--- src/rtl/controle_contagem_comparador.sv ---
// Count-and-compare controller: counts up from 0 toward a captured target and
// relies on an external 4-bit comparator to decide when the target is reached.
module controle_contagem_comparador #(
  parameter int MAX_PASSOS = 16
) (
  input  logic       clock,
  input  logic       reset,
  input  logic       iniciar,
  input  logic       conta,
  input  logic [3:0] valor_alvo,
  input  logic       igual_cmp,
  input  logic       maior_cmp,
  input  logic       menor_cmp,
  output logic [3:0] contagem,
  output logic [3:0] alvo,
  output logic       cascata_maior,
  output logic       cascata_menor,
  output logic       cascata_igual,
  output logic       contando,
  output logic       fim,
  output logic       erro,
  output logic [1:0] db_estado
);

  localparam int PW = $clog2(MAX_PASSOS + 1);

  typedef enum logic [1:0] {
    INICIAL  = 2'b00,
    CONTANDO = 2'b01,
    FIM      = 2'b10,
    ERRO     = 2'b11
  } estado_t;

  estado_t       estado;
  logic [PW-1:0] passos;
  logic [1:0]    n_altos;
  logic          fb_invalido;
  logic          esgotado;

  // Comparator feedback is trusted only when exactly one relation is asserted.
  assign n_altos     = {1'b0, igual_cmp} + {1'b0, maior_cmp} + {1'b0, menor_cmp};
  assign fb_invalido = (n_altos != 2'd1);
  assign esgotado    = (passos == PW'(MAX_PASSOS));

  always_ff @(posedge clock or posedge reset) begin
    if (reset) begin
      estado   <= INICIAL;
      contagem <= 4'd0;
      alvo     <= 4'd0;
      passos   <= '0;
    end else begin
      case (estado)
        INICIAL, FIM, ERRO: begin
          if (iniciar) begin
            estado   <= CONTANDO;
            contagem <= 4'd0;
            alvo     <= valor_alvo;
            passos   <= '0;
          end else if (estado == FIM) begin
            estado <= INICIAL;
          end
        end
        CONTANDO: begin
          // Priority: invalid feedback, equal, overtaken, step budget, count.
          if (fb_invalido) begin
            estado <= ERRO;
          end else if (igual_cmp) begin
            estado <= FIM;
          end else if (maior_cmp) begin
            estado <= ERRO;
          end else if (esgotado) begin
            estado <= ERRO;
          end else if (conta) begin
            contagem <= contagem + 4'd1;
            passos   <= passos + PW'(1);
          end
        end
        default: estado <= INICIAL;
      endcase
    end
  end

  assign contando      = (estado == CONTANDO);
  assign fim           = (estado == FIM);
  assign erro          = (estado == ERRO);
  assign db_estado     = estado;

  // Single-stage comparator: cascade inputs tie to "equal so far".
  assign cascata_maior = 1'b0;
  assign cascata_menor = 1'b0;
  assign cascata_igual = 1'b1;

endmodule

--- config.mk ---
export PLATFORM = sky130hd
export DESIGN_NAME = controle_contagem_comparador
export DESIGN_NICKNAME = d
export VERILOG_FILES = /design/src/rtl/controle_contagem_comparador.sv
export SDC_FILE = /design/constraint.sdc
export NUM_CORES = 1
export LEC_CHECK = 0
export CAP_MARGIN = 10
export CORE_MARGIN = 2
export CORE_UTILIZATION = 35
export CTS_BUF_LIST = sky130_fd_sc_hd__clkbuf_4 sky130_fd_sc_hd__clkbuf_8 sky130_fd_sc_hd__clkbuf_16
export DETAILED_ROUTE_END_ITERATION = 8
export PLACE_DENSITY_LB_ADDON = 0.12
export SLEW_MARGIN = 40
export SYNTH_ARGS = -nofsm -noshare
export SYNTH_HDL_FRONTEND = slang
export SYNTH_SLANG_ARGS = --single-unit
--- constraint.sdc ---
create_clock -name clock -period 3.2 [get_ports clock]
set_input_delay 0.96 -clock clock [delete_from_list [all_inputs] [get_ports clock]]
set_output_delay 0.96 -clock clock [all_outputs]
set_load 0.02 [all_outputs]
* Word-level counts from Yosys, hierarchy flattened
Cells that the tools add are included.
** Storage, ports and cells
- Register bits :: 15
** Cells by class
- Equal/unequal tests :: 13
- Mux-type cells :: 21
- Reductions and logical operators :: 5
- Add/subtract/negate cells :: 4
** Operators with widths (count)
- 5-bit two-way mux :: 6
- 4-bit two-way mux :: 6
- 2-bit two-way mux :: 6
- 2-bit inequality test (second input constant) :: 6
- 5-bit one-hot mux with 2 select lines :: 1
- 4-bit one-hot mux with 2 select lines :: 1
- 6-bit AND reduction :: 1
- 5-bit by 1-bit adder with 5-bit output (second input constant) :: 1
- 5-bit equality test (second input constant) :: 1
- 5-bit by 3-bit inequality test with 1-bit output (second input constant) :: 1
- 4-bit by 1-bit adder with 4-bit output (second input constant) :: 1
- 2-bit equality test (second input constant) :: 2
- 2-bit one-hot mux with 2 select lines :: 1
- 2-bit AND reduction :: 2
- 3-bit inequality test (second input constant) :: 1
- 3-bit OR reduction :: 1
- 1-bit by 1-bit adder with 2-bit output :: 1
- 2-bit by 1-bit adder with 2-bit output :: 1
- 2-bit by 1-bit equality test with 1-bit output (second input constant) :: 1
- 2-bit zero test :: 1
- 2-bit by 1-bit inequality test with 1-bit output (second input constant) :: 1

* Longest topological paths before layout
Gate-level depths: netlist (run 1).
- Depth after elaboration :: 7
- Depth in mapped cells :: 7
- Depth with buffers taken out :: 6

* Worst setup path before layout (run 1)
OpenSTA, ideal clock, no wires.
- Kind :: input port to flip-flop
- From :: input igual_cmp
- To :: register passos[0]
- Path slack :: 0.665 ns
- Required time :: 3.075 ns
- Library setup time :: 0.125 ns
- Arrival :: 2.410 ns
- Stages on the path :: 7
- Cells stage by stage :: inv_1 fa_1 nor4b_4 and3_1 buf_6 o21ai_4 mux2_2
** On the way
- Longest elaborated chain between the ends :: 5
- Elaborated cells between the ends (all ways) :: 6
** RTL lines
- from (decl) :: line 11 : input logic igual_cmp,
- 1-bit by 1-bit adder with 2-bit output :: line 41 : assign n_altos = {1'b0, igual_cmp} + {1'b0, maior_cmp} + {1'b0, menor_cmp};
- 2-bit by 1-bit adder with 2-bit output :: line 41
- 2-bit by 1-bit inequality test with 1-bit output :: line 42 : assign fb_invalido = (n_altos != 2'd1);
- 2-bit inequality test (no line)
- 6-bit AND reduction (no line) *
- to (signal assigned) :: line 75 : passos <= passos + PW'(1);
- to (decl) :: line 35 : logic [PW-1:0] passos;
Every way passes the cells marked *; elsewhere a longest branch is shown, timed or not.
A chain may end at the register's enable or synchronous reset.

* Worst setup path in the final report (run 1)
- From :: register estado[0], in the netlist db_estado[0]
- To :: output contando
** On the way
- Longest elaborated chain between the ends :: 1
** RTL lines
- from (decl) :: line 34 : estado_t estado;
- from (signal assigned) :: line 47 : estado <= INICIAL;
- from (signal assigned) :: line 55 : estado <= CONTANDO;
- from (signal assigned) :: line 60 : estado <= INICIAL;
- 2-bit by 1-bit equality test with 1-bit output :: line 83 : assign contando = (estado == CONTANDO);
- to (decl) :: line 19 : output logic contando,
No other way between the ends.

==> results of run 1 <==
[cell usage after synthesis, types with 3 or more instances]
cell / instances / area share
sky130_fd_sc_hd__nand2_1: 6 / 0.026
sky130_fd_sc_hd__inv_1: 8 / 0.035
sky130_fd_sc_hd__and3_1: 4 / 0.029
sky130_fd_sc_hd__dfrtp_1: 15 / 0.44
sky130_fd_sc_hd__nand3_1: 4 / 0.023
sky130_fd_sc_hd__mux2_2: 5 / 0.066
sky130_fd_sc_hd__ha_1: 3 / 0.044
sky130_fd_sc_hd__buf_4: 3 / 0.026
[stage by stage]
| stage | setup WS (ns) | std cells | hold WS [ns] | cell area [µm²] |
|---|---|---|---|---|
| 6_report | 0.324 | 133 | 0.486 | 1140 |
| 5_1_grt | 0.212 | 133 | 0.538 | 1140 |
| 4_1_cts | 0.284 | 133 | 0.493 | 1140 |
| 3_5_place_dp | 0.0823 | 129 | 0.480 | 1110 |
| 3_3_place_gp | 0.110 | 129 | 0.479 | 1110 |
| 2_1_floorplan | 0.665 | 79 | 0.467 | 858 |
[worst max-delay path by stage]
| stage | startpoint | end | slack [ns] | cells past startpoint |
|---|---|---|---|---|
| finish | db_estado[0] | contando | 0.32 | 3 |
| global route | db_estado[0] | contando | 0.21 | 3 |
| CTS | db_estado[0] | contando | 0.28 | 3 |
| detailed placement | igual_cmp | contagem[0] | 0.08 | 7 |
| global placement | igual_cmp | passos[0] | 0.11 | 7 |
| floorplan | igual_cmp | passos[0] | 0.67 | 7 |
[metal layers]
| layer | up-vias | part of all wire | wire, µm | global-route usage |
|---|---|---|---|---|
| met2 | 20 | 0.44 | 695 | 0.198 |
| li1 | 314 | - | - | - |
| met4 | 0 | 0.015 | 23 | 0.0641 |
| met5 | - | 0 | 0 | 0 |
| met1 | 293 | 0.49 | 765 | 0.183 |
| met3 | 4 | 0.055 | 86 | 0.0339 |
[cell type report]
| cell class | instances | area [µm²] | area share |
|---|---|---|---|
| Tap cell | 28 | 35.0 | 0.0307 |
| Sequential cell | 15 | 375 | 0.329 |
| Multi-Input combinational cell | 51 | 415 | 0.364 |
| Inverter | 9 | 33.8 | 0.0296 |
| Clock buffer | 4 | 30.0 | 0.0263 |
| Timing Repair Buffer | 26 | 253 | 0.221 |
[kinds of logic (layout without fill, tap and decap cells)]
kind of cell    after synthesis  count (layout)
fa+ha+maj                     4               4
flops                        15              15
simple gates                 24              24
buf+inv                      13              39
compound gates               11              11
other cells                   2               3
xor+xnor                      1               1
mux                           8               8
[flip-flops by register name, summed over array words and instances, names as in the netlist]
name and count:
alvo 4, contagem 4, db_estado 2, passos 5
[power groups by stage]
stage                     combinational [W]  clock [W]  sequential (W)
after floorplan                   0.0000840          0        0.000246
after global placement             0.000182          0        0.000224
after detailed placement           0.000184          0        0.000225
after CTS                          0.000184   0.000119        0.000221
after global routing               0.000196   0.000130        0.000224
final                              0.000181   0.000114        0.000221
[worst max-delay path: stages (launching register included)]
cell and delay (ns):
sky130_fd_sc_hd__dfrtp_1 0.43, sky130_fd_sc_hd__or2b_2 0.40, sky130_fd_sc_hd__clkinv_1 0.18, sky130_fd_sc_hd__clkdlybuf4s50_1 0.63
==> flow_metrics.env, run 1 <==
export IMPL_ys_flop_type="sky130_fd_sc_hd__dfrtp_1"
export IMPL_cells_on_worst_reg2reg_path=6
export IMPL_finalCriticalPeriod_ns=2.88
export IMPL_num_cts_buffers=3
export IMPL_worst_hold_path_endpoint="contagem[3]"
export IMPL_postRouteAntennaNets=0
export IMPL_layout_cells_most_common="sky130_fd_sc_hd__clkdlybuf4s50_1"
export IMPL_worst_path_max_fanout=9
export IMPL_gp_congestion=0.742
export IMPL_tightest_slew_ns=0.579
export IMPL_cts_tree="built"
export IMPL_yosys_warnings=0
export IMPL_hold_viol=0
export IMPL_power_report_internal_total_w=0.000356
export IMPL_clkLatencyLatePin_ns=0.28
export IMPL_cts_htree_levels=1
export IMPL_mostFrequentLayoutCells="sky130_fd_sc_hd__clkdlybuf4s50_1, sky130_fd_sc_hd__dfrtp_1, sky130_fd_sc_hd__inv_1"
export IMPL_outcome="completed"
export IMPL_synthesized_area_fraction_occupied_by_xor_and_xnor_cells=0.0102
export IMPL_multiplexer_share_of_the_synthesized_area=0.107
export IMPL_synthesis_area_per_instance_um2=11.0
export IMPL_postSynthRegisterBits=15
export IMPL_fillCellCount=218
export IMPL_finalClockSkew_ns=0.00323
export IMPL_cts_hold_buffers=0
export IMPL_rows=17
export IMPL_path_clk_slew_ns=0.09
export IMPL_worst_endpoint_required_time_ns=2.24
export IMPL_grt_usage=0.135
export IMPL_power_switching_w=0.000159
export IMPL_setup_tns_ns=0
export IMPL_vdd_ir_drop_max_uv=288
export IMPL_max_cap_viol_count=0
export IMPL_start_util=0.379
export IMPL_fp_dieArea_mm2=0.00285
export IMPL_setup_worst_path_end_class="primary output"
export IMPL_synth_edff_count=0
export IMPL_num_vias=631
export IMPL_core_region_area_mm2=0.00225
export IMPL_detail_route_iter0_violations=8
export IMPL_grt_antenna_before_repair=0
export IMPL_postcts_resize_cnt=0
export IMPL_rr_startpoint="passos[0]"
export IMPL_root_buffer="sky130_fd_sc_hd__clkbuf_4"
export IMPL_holdCritPathClass="flop to flop"
export IMPL_synth_compound_area_frac=0.105
export IMPL_fin_util=0.507
export IMPL_static_leakage_power_nw=0.539
export IMPL_combPwrFrac=0.351
export IMPL_clkSinkCount=15
export IMPL_remaining_drc_errors=0
export IMPL_synth_adder_area_share=0.0673
export IMPL_timing_reg2reg_setup_slack_ns=1.60
export IMPL_first_global_vias=617
export IMPL_yosys_area_share_simple=0.183
export IMPL_io_pins=27
export IMPL_max_freq_mhz=348
export IMPL_unrepaired_setup_endpoints_after_global_routing="false"
export IMPL_sequential_share_of_the_synthesized_area=0.439
export IMPL_synth_top_family_by_area="simple AND/OR/NAND/NOR gates"
export IMPL_drt_pass1_iter_count=4
export IMPL_routed_wl_um=1570
export IMPL_synthesis_instances=78
export IMPL_via_per_inst=4.74
export IMPL_clock_power_share=0.220
export IMPL_grt_ovfl_total=0
export IMPL_wire_length_of_the_first_global_routing_pass_um=2740
export IMPL_netlist_area_um2=855
export IMPL_total_power_w=0.000515
export IMPL_final_max_slew_violation_count=0
export IMPL_synth_async_sr_flop_share=1.00
export IMPL_min_delay_start="contagem[3]"
export IMPL_timing_hold_worst_path_depth=1
export IMPL_fp_dieH_um=53.4
export IMPL_arrival_time_worst_endpoint_ns=1.92
export IMPL_buffer_ports_inserted=23
export IMPL_p_sw_frac=0.309
export IMPL_category_of_the_worst_setup_path_launch_point="flop"
export IMPL_cts_post_setup_buffers_inserted=0
export IMPL_seqPwrFrac=0.428
export IMPL_die_w_um=53.4
export IMPL_ctsLongestPathBuffers=2
export IMPL_timing_final_crit_share=0.899
export IMPL_setup_viol_count_final=0
export IMPL_p_per_area_mw_per_mm2=451
export IMPL_worstSetupPathType="flop to primary output"
export IMPL_relSlewSlack=0.614
export IMPL_net_count_of_the_finished_layout=121
export IMPL_timing_rr_end="contagem[0]"
export IMPL_ys_types=32
export IMPL_grt_start_max_net_pins=16
export IMPL_place_hpwl_um=1180
export IMPL_antenna_cells_inserted=0
export IMPL_area_growth_synth_to_final_pct=33.7
export IMPL_layout_drive_gt1_share=0.181
export IMPL_wl_per_cell_um=11.8
No activity file was read; power rests on OpenSTA's default activity.
==> run 2: changes to the inputs <==
- CORE_MARGIN: 2 -> unset
- SLEW_MARGIN: 40 -> 25
==> flow_metrics.env, run 2 (same netlist as run 1, synthesis figures left out) <==
export IMPL_max_freq_mhz=346
export IMPL_grt_usage=0.156
export IMPL_worst_endpoint_required_time_ns=2.24
export IMPL_tightest_slew_ns=0.584
export IMPL_largest_register_ff_count=5
export IMPL_die_w_um=51.4
export IMPL_grt_ovfl_total=0
export IMPL_category_of_the_worst_setup_path_launch_point="flop"
export IMPL_setup_viol_count_final=0
export IMPL_grt_antenna_before_repair=0
export IMPL_net_count_of_the_finished_layout=121
export IMPL_hold_viol=0
export IMPL_routed_wl_um=1700
export IMPL_rows=17
export IMPL_ctsLongestPathBuffers=2
export IMPL_static_leakage_power_nw=0.538
export IMPL_drt_pass1_iter_count=4
export IMPL_wire_length_of_the_first_global_routing_pass_um=3010
export IMPL_power_report_internal_total_w=0.000346
export IMPL_postRouteAntennaNets=0
export IMPL_path_clk_slew_ns=0.10
export IMPL_timing_final_crit_share=0.903
export IMPL_unrepaired_setup_endpoints_after_global_routing="false"
export IMPL_p_sw_frac=0.328
export IMPL_relSlewSlack=0.610
export IMPL_clock_power_share=0.217
export IMPL_fp_dieArea_mm2=0.00264
export IMPL_cts_tree="built"
export IMPL_antenna_cells_inserted=0
export IMPL_detail_route_iter0_violations=9
export IMPL_globalRouteMet3Util=0.0595
export IMPL_top_regs="passos: 5 flops, alvo: 4 flops, contagem: 4 flops"
export IMPL_mostFrequentLayoutCells="sky130_fd_sc_hd__clkdlybuf4s50_1, sky130_fd_sc_hd__dfrtp_1, sky130_fd_sc_hd__inv_1"
export IMPL_final_max_slew_violation_count=0
export IMPL_p_per_area_mw_per_mm2=452
export IMPL_wl_per_cell_um=12.7
export IMPL_via_per_inst=4.88
export IMPL_outcome="completed"
export IMPL_worstSetupPathType="flop to primary output"
export IMPL_gp_congestion=0.795
export IMPL_power_switching_w=0.000169
export IMPL_arrival_time_worst_endpoint_ns=1.93
export IMPL_max_cap_viol_count=0
export IMPL_vdd_ir_drop_max_uv=247
export IMPL_seqPwrFrac=0.429
export IMPL_area_growth_synth_to_final_pct=33.4
export IMPL_buffer_ports_inserted=23
export IMPL_grt_met2_usage=0.242
export IMPL_hold_worst_slack_ns=0.494
export IMPL_grt_met1_usage=0.194
export IMPL_cts_hold_buffers=0
export IMPL_fin_util=0.506
export IMPL_setup_tns_ns=0
export IMPL_gr_peak_layer="met2"
export IMPL_core_region_area_mm2=0.00225
export IMPL_layout_drive_gt1_share=0.181
export IMPL_num_cts_buffers=3
export IMPL_finalClockSkew_ns=0.00417
export IMPL_grt_start_max_net_pins=16
export IMPL_root_buffer="sky130_fd_sc_hd__clkbuf_4"
export IMPL_worst_path_max_fanout=9
export IMPL_postcts_resize_cnt=0
export IMPL_start_util=0.379
export IMPL_io_pins=27
export IMPL_first_global_vias=674
export IMPL_clkSinkCount=15
export IMPL_holdCritPathClass="flop to flop"
export IMPL_combPwrFrac=0.354
export IMPL_timing_reg2reg_setup_slack_ns=1.58
export IMPL_remaining_drc_errors=0
export IMPL_clkLatencyLatePin_ns=0.29
export IMPL_cts_post_setup_buffers_inserted=0
export IMPL_layout_cells_most_common="sky130_fd_sc_hd__clkdlybuf4s50_1"
export IMPL_num_vias=649
export IMPL_final_cells=133
export IMPL_finalCriticalPeriod_ns=2.89
export IMPL_cts_htree_levels=1
export IMPL_largest_register="passos"
export IMPL_fp_dieH_um=51.4
export IMPL_place_hpwl_um=1220
export IMPL_setup_worst_path_end_class="primary output"
export IMPL_placed_cells=129
## run 2: cell types whose count changed in the layout (fill, tap and decap cells not counted)
cell,before,now
sky130_fd_sc_hd__clkinv_2,0,1
sky130_fd_sc_hd__clkbuf_4,4,3
## run 2: layout make-up
type / count / area, µm²
flip-flops and latches: 15 / 375
clock buffers: 3 / 22.5
multi-input cells: 51 / 415
inverters: 9 / 33.8
well taps: 28 / 35.0
clock inverters: 1 / 5.00
fillers: 234 / 1110
repair buffers: 26 / 253
## run 2: path summary, 6_finish.rpt
path | startpoint | endpoint | cells past startpoint
worst max-delay path | db_estado[0] | contando | 3
worst min-delay path | contagem[3] | contagem[3] | 1
worst max register to register | passos[0] | contagem[0] | 6
worst min register to register | contagem[3] | contagem[3] | 1
max in group asynchronous | reset | db_estado[0] | 2
min in group asynchronous | reset | alvo[2] | 2
## run 2: layer usage
layer  vias to the layer above  wire (µm)
li1                        313          -
met1                       312        774
met2                        22        789
met3                         2        112
met4                         0         19
met5                         -          0
## run 2: through the flow
| stage | cell area, µm² | total power, W | worst slack, ns |
|---|---|---|---|
| floorplan | 858 | 0.000330 | 0.665 |
| global placement | 1110 | 0.000406 | 0.110 |
| detailed placement | 1110 | 0.000409 | 0.0824 |
| CTS | 1140 | 0.000524 | 0.279 |
| global route | 1140 | 0.000549 | 0.194 |
| finish | 1140 | 0.000515 | 0.311 |
## run 2: worst max-delay path, stage by stage (launching register included)
cell	delay, ns
sky130_fd_sc_hd__dfrtp_1	0.43
sky130_fd_sc_hd__or2b_2	0.39
sky130_fd_sc_hd__clkinv_1	0.18
sky130_fd_sc_hd__clkdlybuf4s50_1	0.63
## run 2: power by group through the flow
stage	clock, W	combinational, W	sequential (W)
2_1_floorplan	0	0.0000840	0.000246
3_3_place_gp	0	0.000182	0.000224
3_5_place_dp	0	0.000183	0.000225
4_1_cts	0.000118	0.000185	0.000221
5_1_grt	0.000127	0.000198	0.000224
6_report	0.000112	0.000182	0.000221
